File: config.mk
export PLATFORM = sky130hd
export DESIGN_NAME = axil_regbank_flat
export DESIGN_NICKNAME = d
export VERILOG_FILES = /design/src/rtl/axil_regbank_if.sv /design/src/rtl/axil_regbank.sv /design/src/flat_wrapper.sv
export SDC_FILE = /design/constraint.sdc
export NUM_CORES = 1
export LEC_CHECK = 0
export ABC_AREA = 1
export CAP_MARGIN = 20
export CELL_PAD_IN_SITES_DETAIL_PLACEMENT = 1
export CELL_PAD_IN_SITES_GLOBAL_PLACEMENT = 2
export CORE_AREA = 2 2 463 465
export DETAILED_ROUTE_END_ITERATION = 6
export DIE_AREA = 0 0 465 467
export PLACE_DENSITY_LB_ADDON = 0.05
export SLEW_MARGIN = 15
export SYNTH_ARGS = -nofsm -noshare
export SYNTH_HDL_FRONTEND = slang
export SYNTH_SLANG_ARGS = --single-unit
File: constraint.sdc
create_clock -name ACLK -period 6.36 [get_ports ACLK]
set_clock_uncertainty 0.15 [all_clocks]
set_input_delay 0.954 -clock ACLK [delete_from_list [all_inputs] [get_ports ACLK]]
set_output_delay 0.954 -clock ACLK [all_outputs]
set_load 0.01 [all_outputs]
File: src/rtl/axil_regbank_if.sv
// AXI4-Lite channel bundle shared by the register bank and its master.
interface axil_regbank_if #(
    parameter int ADDR_WIDTH = 32,
    parameter int DATA_WIDTH = 32
);
    logic [ADDR_WIDTH-1:0]   AWADDR;
    logic                    AWVALID;
    logic                    AWREADY;
    logic [DATA_WIDTH-1:0]   WDATA;
    logic [DATA_WIDTH/8-1:0] WSTRB;
    logic                    WVALID;
    logic                    WREADY;
    logic [1:0]              BRESP;
    logic                    BVALID;
    logic                    BREADY;
    logic [ADDR_WIDTH-1:0]   ARADDR;
    logic                    ARVALID;
    logic                    ARREADY;
    logic [DATA_WIDTH-1:0]   RDATA;
    logic [1:0]              RRESP;
    logic                    RVALID;
    logic                    RREADY;

    modport master (
        output AWADDR, AWVALID, WDATA, WSTRB, WVALID, BREADY, ARADDR, ARVALID, RREADY,
        input  AWREADY, WREADY, BRESP, BVALID, ARREADY, RDATA, RRESP, RVALID
    );

    modport slave (
        input  AWADDR, AWVALID, WDATA, WSTRB, WVALID, BREADY, ARADDR, ARVALID, RREADY,
        output AWREADY, WREADY, BRESP, BVALID, ARREADY, RDATA, RRESP, RVALID
    );
endinterface

File: src/rtl/axil_regbank.sv
// Parametrised AXI4-Lite register bank. AW and W each have a one-entry
// holding slot; a write commits once both slots are full and B is free.
// Read-only registers return hw_in and reject writes with SLVERR.
module axil_regbank #(
    parameter int                  DATA_WIDTH = 32,
    parameter int                  ADDR_WIDTH = 32,
    parameter int                  NUM_REGS   = 16,
    parameter logic [NUM_REGS-1:0] RO_MASK    = '0
) (
    input  logic                           ACLK,
    input  logic                           ARESETn,
    axil_regbank_if.slave                  s_axil,
    output logic [NUM_REGS*DATA_WIDTH-1:0] reg_q,
    input  logic [NUM_REGS*DATA_WIDTH-1:0] hw_in,
    output logic [NUM_REGS-1:0]            wr_pulse
);
    localparam int         STRB_WIDTH = DATA_WIDTH / 8;
    localparam int         LSB        = $clog2(STRB_WIDTH);
    localparam logic [1:0] RESP_OKAY  = 2'b00;
    localparam logic [1:0] RESP_SLVERR = 2'b10;

    logic                           aw_full_q, aw_full_d;
    logic [ADDR_WIDTH-1:0]          aw_addr_q, aw_addr_d;
    logic                           w_full_q, w_full_d;
    logic [DATA_WIDTH-1:0]          w_data_q, w_data_d;
    logic [STRB_WIDTH-1:0]          w_strb_q, w_strb_d;
    logic                           bvalid_q, bvalid_d;
    logic [1:0]                     bresp_q, bresp_d;
    logic                           rvalid_q, rvalid_d;
    logic [DATA_WIDTH-1:0]          rdata_q, rdata_d;
    logic [1:0]                     rresp_q, rresp_d;
    logic [NUM_REGS*DATA_WIDTH-1:0] regs_q, regs_d;
    logic [NUM_REGS-1:0]            wr_pulse_q, wr_pulse_d;

    logic                  aw_hs, w_hs, ar_hs, ar_ready, commit, wr_ok;
    logic [ADDR_WIDTH-1:0] aw_idx, ar_idx;

    assign aw_idx   = aw_addr_q >> LSB;
    assign ar_idx   = s_axil.ARADDR >> LSB;
    assign aw_hs    = s_axil.AWVALID && !aw_full_q;
    assign w_hs     = s_axil.WVALID && !w_full_q;
    assign ar_ready = !rvalid_q || s_axil.RREADY;
    assign ar_hs    = s_axil.ARVALID && ar_ready;
    assign commit   = aw_full_q && w_full_q && !bvalid_q;

    assign s_axil.AWREADY = !aw_full_q;
    assign s_axil.WREADY  = !w_full_q;
    assign s_axil.BVALID  = bvalid_q;
    assign s_axil.BRESP   = bresp_q;
    assign s_axil.ARREADY = ar_ready;
    assign s_axil.RVALID  = rvalid_q;
    assign s_axil.RDATA   = rdata_q;
    assign s_axil.RRESP   = rresp_q;
    assign reg_q          = regs_q;
    assign wr_pulse       = wr_pulse_q;

    // Fill the AW/W holding slots on their handshakes; a commit empties both.
    always_comb begin
        aw_full_d = aw_full_q;
        aw_addr_d = aw_addr_q;
        w_full_d  = w_full_q;
        w_data_d  = w_data_q;
        w_strb_d  = w_strb_q;
        if (commit) begin
            aw_full_d = 1'b0;
            w_full_d  = 1'b0;
        end
        if (aw_hs) begin
            aw_full_d = 1'b1;
            aw_addr_d = s_axil.AWADDR;
        end
        if (w_hs) begin
            w_full_d = 1'b1;
            w_data_d = s_axil.WDATA;
            w_strb_d = s_axil.WSTRB;
        end
    end

    // Decode the held address and apply byte-strobed updates on commit.
    always_comb begin
        regs_d     = regs_q;
        wr_pulse_d = '0;
        wr_ok      = 1'b0;
        for (int i = 0; i < NUM_REGS; i++) begin
            if (aw_idx == ADDR_WIDTH'(i) && !RO_MASK[i]) begin
                wr_ok = 1'b1;
                if (commit) begin
                    wr_pulse_d[i] = 1'b1;
                    for (int k = 0; k < STRB_WIDTH; k++) begin
                        if (w_strb_q[k]) begin
                            regs_d[i*DATA_WIDTH + k*8 +: 8] = w_data_q[k*8 +: 8];
                        end
                    end
                end
            end
        end
    end

    // Write response: raised by a commit, held until BREADY.
    always_comb begin
        bvalid_d = bvalid_q;
        bresp_d  = bresp_q;
        if (commit) begin
            bvalid_d = 1'b1;
            bresp_d  = wr_ok ? RESP_OKAY : RESP_SLVERR;
        end else if (s_axil.BREADY) begin
            bvalid_d = 1'b0;
        end
    end

    // Read data: registered from pre-commit register contents on AR handshake.
    always_comb begin
        rvalid_d = rvalid_q;
        rdata_d  = rdata_q;
        rresp_d  = rresp_q;
        if (ar_hs) begin
            rvalid_d = 1'b1;
            rdata_d  = '0;
            rresp_d  = RESP_SLVERR;
            for (int i = 0; i < NUM_REGS; i++) begin
                if (ar_idx == ADDR_WIDTH'(i)) begin
                    rresp_d = RESP_OKAY;
                    rdata_d = RO_MASK[i] ? hw_in[i*DATA_WIDTH +: DATA_WIDTH]
                                         : regs_q[i*DATA_WIDTH +: DATA_WIDTH];
                end
            end
        end else if (s_axil.RREADY) begin
            rvalid_d = 1'b0;
        end
    end

    // Write-side state registers.
    always_ff @(posedge ACLK or negedge ARESETn) begin
        if (!ARESETn) begin
            aw_full_q  <= 1'b0;
            aw_addr_q  <= '0;
            w_full_q   <= 1'b0;
            w_data_q   <= '0;
            w_strb_q   <= '0;
            bvalid_q   <= 1'b0;
            bresp_q    <= RESP_OKAY;
            regs_q     <= '0;
            wr_pulse_q <= '0;
        end else begin
            aw_full_q  <= aw_full_d;
            aw_addr_q  <= aw_addr_d;
            w_full_q   <= w_full_d;
            w_data_q   <= w_data_d;
            w_strb_q   <= w_strb_d;
            bvalid_q   <= bvalid_d;
            bresp_q    <= bresp_d;
            regs_q     <= regs_d;
            wr_pulse_q <= wr_pulse_d;
        end
    end

    // Read-side state registers.
    always_ff @(posedge ACLK or negedge ARESETn) begin
        if (!ARESETn) begin
            rvalid_q <= 1'b0;
            rdata_q  <= '0;
            rresp_q  <= RESP_OKAY;
        end else begin
            rvalid_q <= rvalid_d;
            rdata_q  <= rdata_d;
            rresp_q  <= rresp_d;
        end
    end
endmodule

File: src/flat_wrapper.sv
// flat-port wrapper written by rule: the top's interface ports become plain ports
module axil_regbank_flat 
#(
    parameter int                  DATA_WIDTH = 32,
    parameter int                  ADDR_WIDTH = 32,
    parameter int                  NUM_REGS   = 16,
    parameter logic [NUM_REGS-1:0] RO_MASK    = '0
)
  (ACLK, ARESETn, reg_q, hw_in, wr_pulse, s_axil_AWADDR, s_axil_AWVALID, s_axil_WDATA, s_axil_WSTRB, s_axil_WVALID, s_axil_BREADY, s_axil_ARADDR, s_axil_ARVALID, s_axil_RREADY, s_axil_AWREADY, s_axil_WREADY, s_axil_BRESP, s_axil_BVALID, s_axil_ARREADY, s_axil_RDATA, s_axil_RRESP, s_axil_RVALID);
  axil_regbank_if #(.ADDR_WIDTH(ADDR_WIDTH), .DATA_WIDTH(DATA_WIDTH)) s_axil_i ();
  input  logic ACLK;
  input  logic ARESETn;
  output logic [NUM_REGS*DATA_WIDTH-1:0] reg_q;
  input  logic [NUM_REGS*DATA_WIDTH-1:0] hw_in;
  output logic [NUM_REGS-1:0] wr_pulse;
  input wire logic [$bits(s_axil_i.AWADDR)-1:0] s_axil_AWADDR;
  input wire logic [$bits(s_axil_i.AWVALID)-1:0] s_axil_AWVALID;
  input wire logic [$bits(s_axil_i.WDATA)-1:0] s_axil_WDATA;
  input wire logic [$bits(s_axil_i.WSTRB)-1:0] s_axil_WSTRB;
  input wire logic [$bits(s_axil_i.WVALID)-1:0] s_axil_WVALID;
  input wire logic [$bits(s_axil_i.BREADY)-1:0] s_axil_BREADY;
  input wire logic [$bits(s_axil_i.ARADDR)-1:0] s_axil_ARADDR;
  input wire logic [$bits(s_axil_i.ARVALID)-1:0] s_axil_ARVALID;
  input wire logic [$bits(s_axil_i.RREADY)-1:0] s_axil_RREADY;
  output wire logic [$bits(s_axil_i.AWREADY)-1:0] s_axil_AWREADY;
  output wire logic [$bits(s_axil_i.WREADY)-1:0] s_axil_WREADY;
  output wire logic [$bits(s_axil_i.BRESP)-1:0] s_axil_BRESP;
  output wire logic [$bits(s_axil_i.BVALID)-1:0] s_axil_BVALID;
  output wire logic [$bits(s_axil_i.ARREADY)-1:0] s_axil_ARREADY;
  output wire logic [$bits(s_axil_i.RDATA)-1:0] s_axil_RDATA;
  output wire logic [$bits(s_axil_i.RRESP)-1:0] s_axil_RRESP;
  output wire logic [$bits(s_axil_i.RVALID)-1:0] s_axil_RVALID;
  assign s_axil_i.AWADDR = s_axil_AWADDR;
  assign s_axil_i.AWVALID = s_axil_AWVALID;
  assign s_axil_i.WDATA = s_axil_WDATA;
  assign s_axil_i.WSTRB = s_axil_WSTRB;
  assign s_axil_i.WVALID = s_axil_WVALID;
  assign s_axil_i.BREADY = s_axil_BREADY;
  assign s_axil_i.ARADDR = s_axil_ARADDR;
  assign s_axil_i.ARVALID = s_axil_ARVALID;
  assign s_axil_i.RREADY = s_axil_RREADY;
  assign s_axil_AWREADY = s_axil_i.AWREADY;
  assign s_axil_WREADY = s_axil_i.WREADY;
  assign s_axil_BRESP = s_axil_i.BRESP;
  assign s_axil_BVALID = s_axil_i.BVALID;
  assign s_axil_ARREADY = s_axil_i.ARREADY;
  assign s_axil_RDATA = s_axil_i.RDATA;
  assign s_axil_RRESP = s_axil_i.RRESP;
  assign s_axil_RVALID = s_axil_i.RVALID;
  axil_regbank #(.DATA_WIDTH(DATA_WIDTH), .ADDR_WIDTH(ADDR_WIDTH), .NUM_REGS(NUM_REGS), .RO_MASK(RO_MASK)) u_core (.ACLK(ACLK), .ARESETn(ARESETn), .s_axil(s_axil_i), .reg_q(reg_q), .hw_in(hw_in), .wr_pulse(wr_pulse));
endmodule
==> impl_metrics.tcl <==
set metrics [dict create \
    setup_viol 0 \
    synth-compound-area-share_pct 13.1 \
    outcome "complete, no violations" \
    p_switching_mw 3.95 \
    period_share_pct 77.5 \
    cts_sinks 632 \
    critPathBufInv 6 \
    synth_edf_count 0 \
    path_common_cell "nand2_1" \
    path_cells "clkdlybuf4s50_1 -> inv_1 -> nand2_1 -> nor2_1 -> inv_2 -> nor2_1 -> buf_4 -> nand2_1 -> inv_2 -> nand2_1 -> nand2_1 -> o21ai_0 -> inv_2 -> nand3_1 -> nand2_1 -> nand2_1 -> nand2_1 -> nand2_1 -> nand2_1 -> nand2_1 -> nand2_1 -> nand2_1" \
    wirelength_mm 204 \
    comb_power_share_pct 16.0 \
    totalPowerFinal_mw 11.8 \
    grt_max_degree 128 \
    cts_inserted_buffers 94 \
    critPathLaunchType "input pin" \
    synth_common_cells "nand2_1 (1124), dfrtp_1 (632), o21ai_1 (486)" \
    vias 27400 \
    r2r.worst_path.cells 6 \
    root_buffer "clkbuf_16" \
    synth_top_family_by_area "simple AND/OR/NAND/NOR gates" \
    cellLeakagePower_nw 18.1 \
    async_flop_share_pct 100 \
    grt_usage_pct 18.5 \
    setup_tns_ns 0 \
    clk_pin_slew_worst_paths_ns 0.06 \
    timing.rr.end "u_core.reg_q[152]$_DFFE_PN0P_" \
    postCtsSetupBuffers 0 \
    cts_repair_resize_count 0 \
    clock_latency_ns 0.72 \
    die-area_sq_um 217000 \
    rsz0062_at_grt "false" \
    grt_pass1_vias 29500 \
    postCtsHoldBufs 0 \
    clockBufferDepth 3 \
    required_ns 6.81 \
    ys_types 40 \
    fmax_mhz 203 \
    crit_path_top_delay_cell "nor2_1" \
    postRouteAntennaNets 0 \
    synth-warning-count 0 \
    slew_headroom_pct 25.8 \
    cp_data_arrival_time_ns 5.38 \
    cp_max_fo 8 \
    synthFlopType "dfrtp_1" \
    hpwl_mm 157 \
    fin_nets 4779 \
    end_kind "flip-flop" \
    syn_inst 3513 \
    drc_errors 0 \
    internal_power_mw 7.87 \
    swShare_pct 33.4 \
    synth-simple-area-share_pct 24.7 \
    ys_seq_elements 632 \
    yosys.area.top_type_share_pct 55.1 \
    tightest_slew_ns 1.11 \
    start_util_pct 13.5 \
    firstDrtPassIters 5 \
    synth_fa_ha_area_share_pct 0 \
    synth.most_common_cell "nand2_1" \
    ir_drop_mv 0.192 \
    gp_congestion 0.754 \
    yosys-top-cells-area "dfrtp_1 (55%), nand2_1 (15%), o21ai_1 (8.5%), nor2_1 (3.6%), nand3_1 (3.1%)" \
    final-max-slew-violation-count 0 \
    die_h_um 467 \
    syn-mean-instance-area_sq_um 8.16 \
    hp-class "input pin to async pin" \
    drive_above_1_share_pct 10.3 \
    wl_per_cell_um 28.8 \
    core.rowCount 169 \
    syn2layout_area_growth_pct 47.1 \
    seqPwrFrac_pct 37.4 \
    cts_tree "done" \
    coreArea_sq_um 212000 \
    max_stage_delay_ns 0.78 \
    ios 1188 \
    synth_xor_area_share_pct 0 \
    antenna_found_initial 19 \
    finalHoldViolations 0 \
    die_w_um 465 \
    maxCapViolations 0 \
    synth.mux.area_fraction_pct 1.16 \
    rrSetupSlack_ns 2.50 \
    r2r-start "u_core.aw_addr_q[11]$_DFFE_PN0P_" \
    setup.worst_path.class "input pin to flip-flop" \
    viasPerCell 3.87 \
    pwr-share-clk_pct 46.5 \
    place.port_buffers 669 \
    period_needed_ns 4.93 \
    htree_levels 3 \
    ys_seq_area_share_pct 55.1 \
    syn-cell-area_sq_um 28700 \
    yosysTopAreaCell "dfrtp_1" \
    p_per_area_nw_per_um2 280 \
    grt_pass1_wl_mm 273 \
    grt-ovfl-total 0 \
    cp_top_family "simple AND/OR/NAND/NOR gates" \
    drt_iter0_drc 1403 \
]
[routing by layer]
metal	up-vias	track usage, %	part of all wire [%]
li1	12800	-	-
met1	13600	23.9	45
met2	776	27.5	42
met3	156	8.94	11
met4	16	4.20	2.0
met5	-	0	0.045
[layout by cell type (no fill, tap or decap), types with 14 or more instances in the layout]
cell type	netlist	routed
clkinv_2	0	14
clkinv_1	14	14
inv_2	91	92
nand3_1	180	179
o21ai_0	77	77
dfrtp_1	632	632
nor2_1	277	270
mux2_2	26	26
nor3_2	14	22
nand2_1	1124	1121
clkbuf_1	179	19
clkbuf_8	0	30
clkbuf_16	0	95
o21ai_2	32	32
a21oi_1	68	68
buf_4	2	79
o21ai_1	486	486
clkdlybuf4s50_1	0	668
inv_1	126	125
nand4_1	56	56
[area by class of cell]
| class | count | area, sq um |
|---|---|---|
| Antenna cell | 10 | 25.0 |
| Clock buffer | 144 | 2860 |
| Clock inverter | 25 | 290 |
| Fill cell | 24700 | 169000 |
| Inverter | 231 | 867 |
| Multi-Input combinational cell | 2444 | 11300 |
| Sequential cell | 632 | 15800 |
| Tap cell | 2821 | 3530 |
| Timing Repair Buffer | 757 | 7500 |
[how the worst max path moves through the flow]
stage	from	endpoint	slack, ns	depth (start not counted)
2_1_floorplan	s_axil_ARADDR[27]	u_core.s_axil.RDATA[2]$_DFFE_PN0P_	3.24	19
3_3_place_gp	s_axil_ARADDR[7]	u_core.s_axil.RDATA[11]$_DFFE_PN0P_	0.55	22
3_5_place_dp	s_axil_ARADDR[7]	u_core.s_axil.RDATA[11]$_DFFE_PN0P_	0.54	22
4_1_cts	s_axil_ARADDR[7]	u_core.s_axil.RDATA[11]$_DFFE_PN0P_	1.32	22
5_1_grt	s_axil_ARADDR[7]	u_core.s_axil.RDATA[22]$_DFFE_PN0P_	1.14	20
6_report	s_axil_ARADDR[7]	u_core.s_axil.RDATA[11]$_DFFE_PN0P_	1.43	22
[cell families after synthesis]
| group | after synthesis |
|---|---|
| simple gates | 1709 |
| other cells | 1 |
| buf+inv | 438 |
| flops | 632 |
| compound gates | 703 |
| mux | 30 |
[power by group through the flow]
| stage | sequential (mW) | combinational, mW | clock, mW |
|---|---|---|---|
| 4_1_cts | 4.43 | 2.04 | 5.75 |
| 6_report | 4.42 | 1.89 | 5.50 |
| 2_1_floorplan | 4.39 | 0.887 | 0 |
| 5_1_grt | 4.46 | 2.10 | 5.85 |
| 3_5_place_dp | 4.50 | 2.04 | 0 |
| 3_3_place_gp | 4.50 | 1.97 | 0 |
[metrics by stage]
stage          utilization [%]  hold WS, ns  setup WS (ns)  area (sq um)  instances
2_1_floorplan                -        0.320           3.24         28700       3514
3_3_place_gp              18.4        0.321          0.551         38900       6881
3_5_place_dp              18.4        0.320          0.537         39000       6885
4_1_cts                   19.9       0.0480           1.32         42100       7054
5_1_grt                   19.9       0.0811           1.14         42200       7055
6_report                  19.9       0.0663           1.43         42200       7064
[state kept, by name (all words and copies together), names as in the netlist]
register,flops
u_core.aw_addr_q,30
u_core.aw_full_q,1
u_core.reg_q,512
u_core.s_axil.BRESP,1
u_core.s_axil.BVALID,1
u_core.s_axil.RDATA,32
u_core.s_axil.RRESP,1
u_core.s_axil.RVALID,1
u_core.w_data_q,32
u_core.w_full_q,1
u_core.w_strb_q,4
u_core.wr_pulse,16
Power figures use the tool's default switching activity.
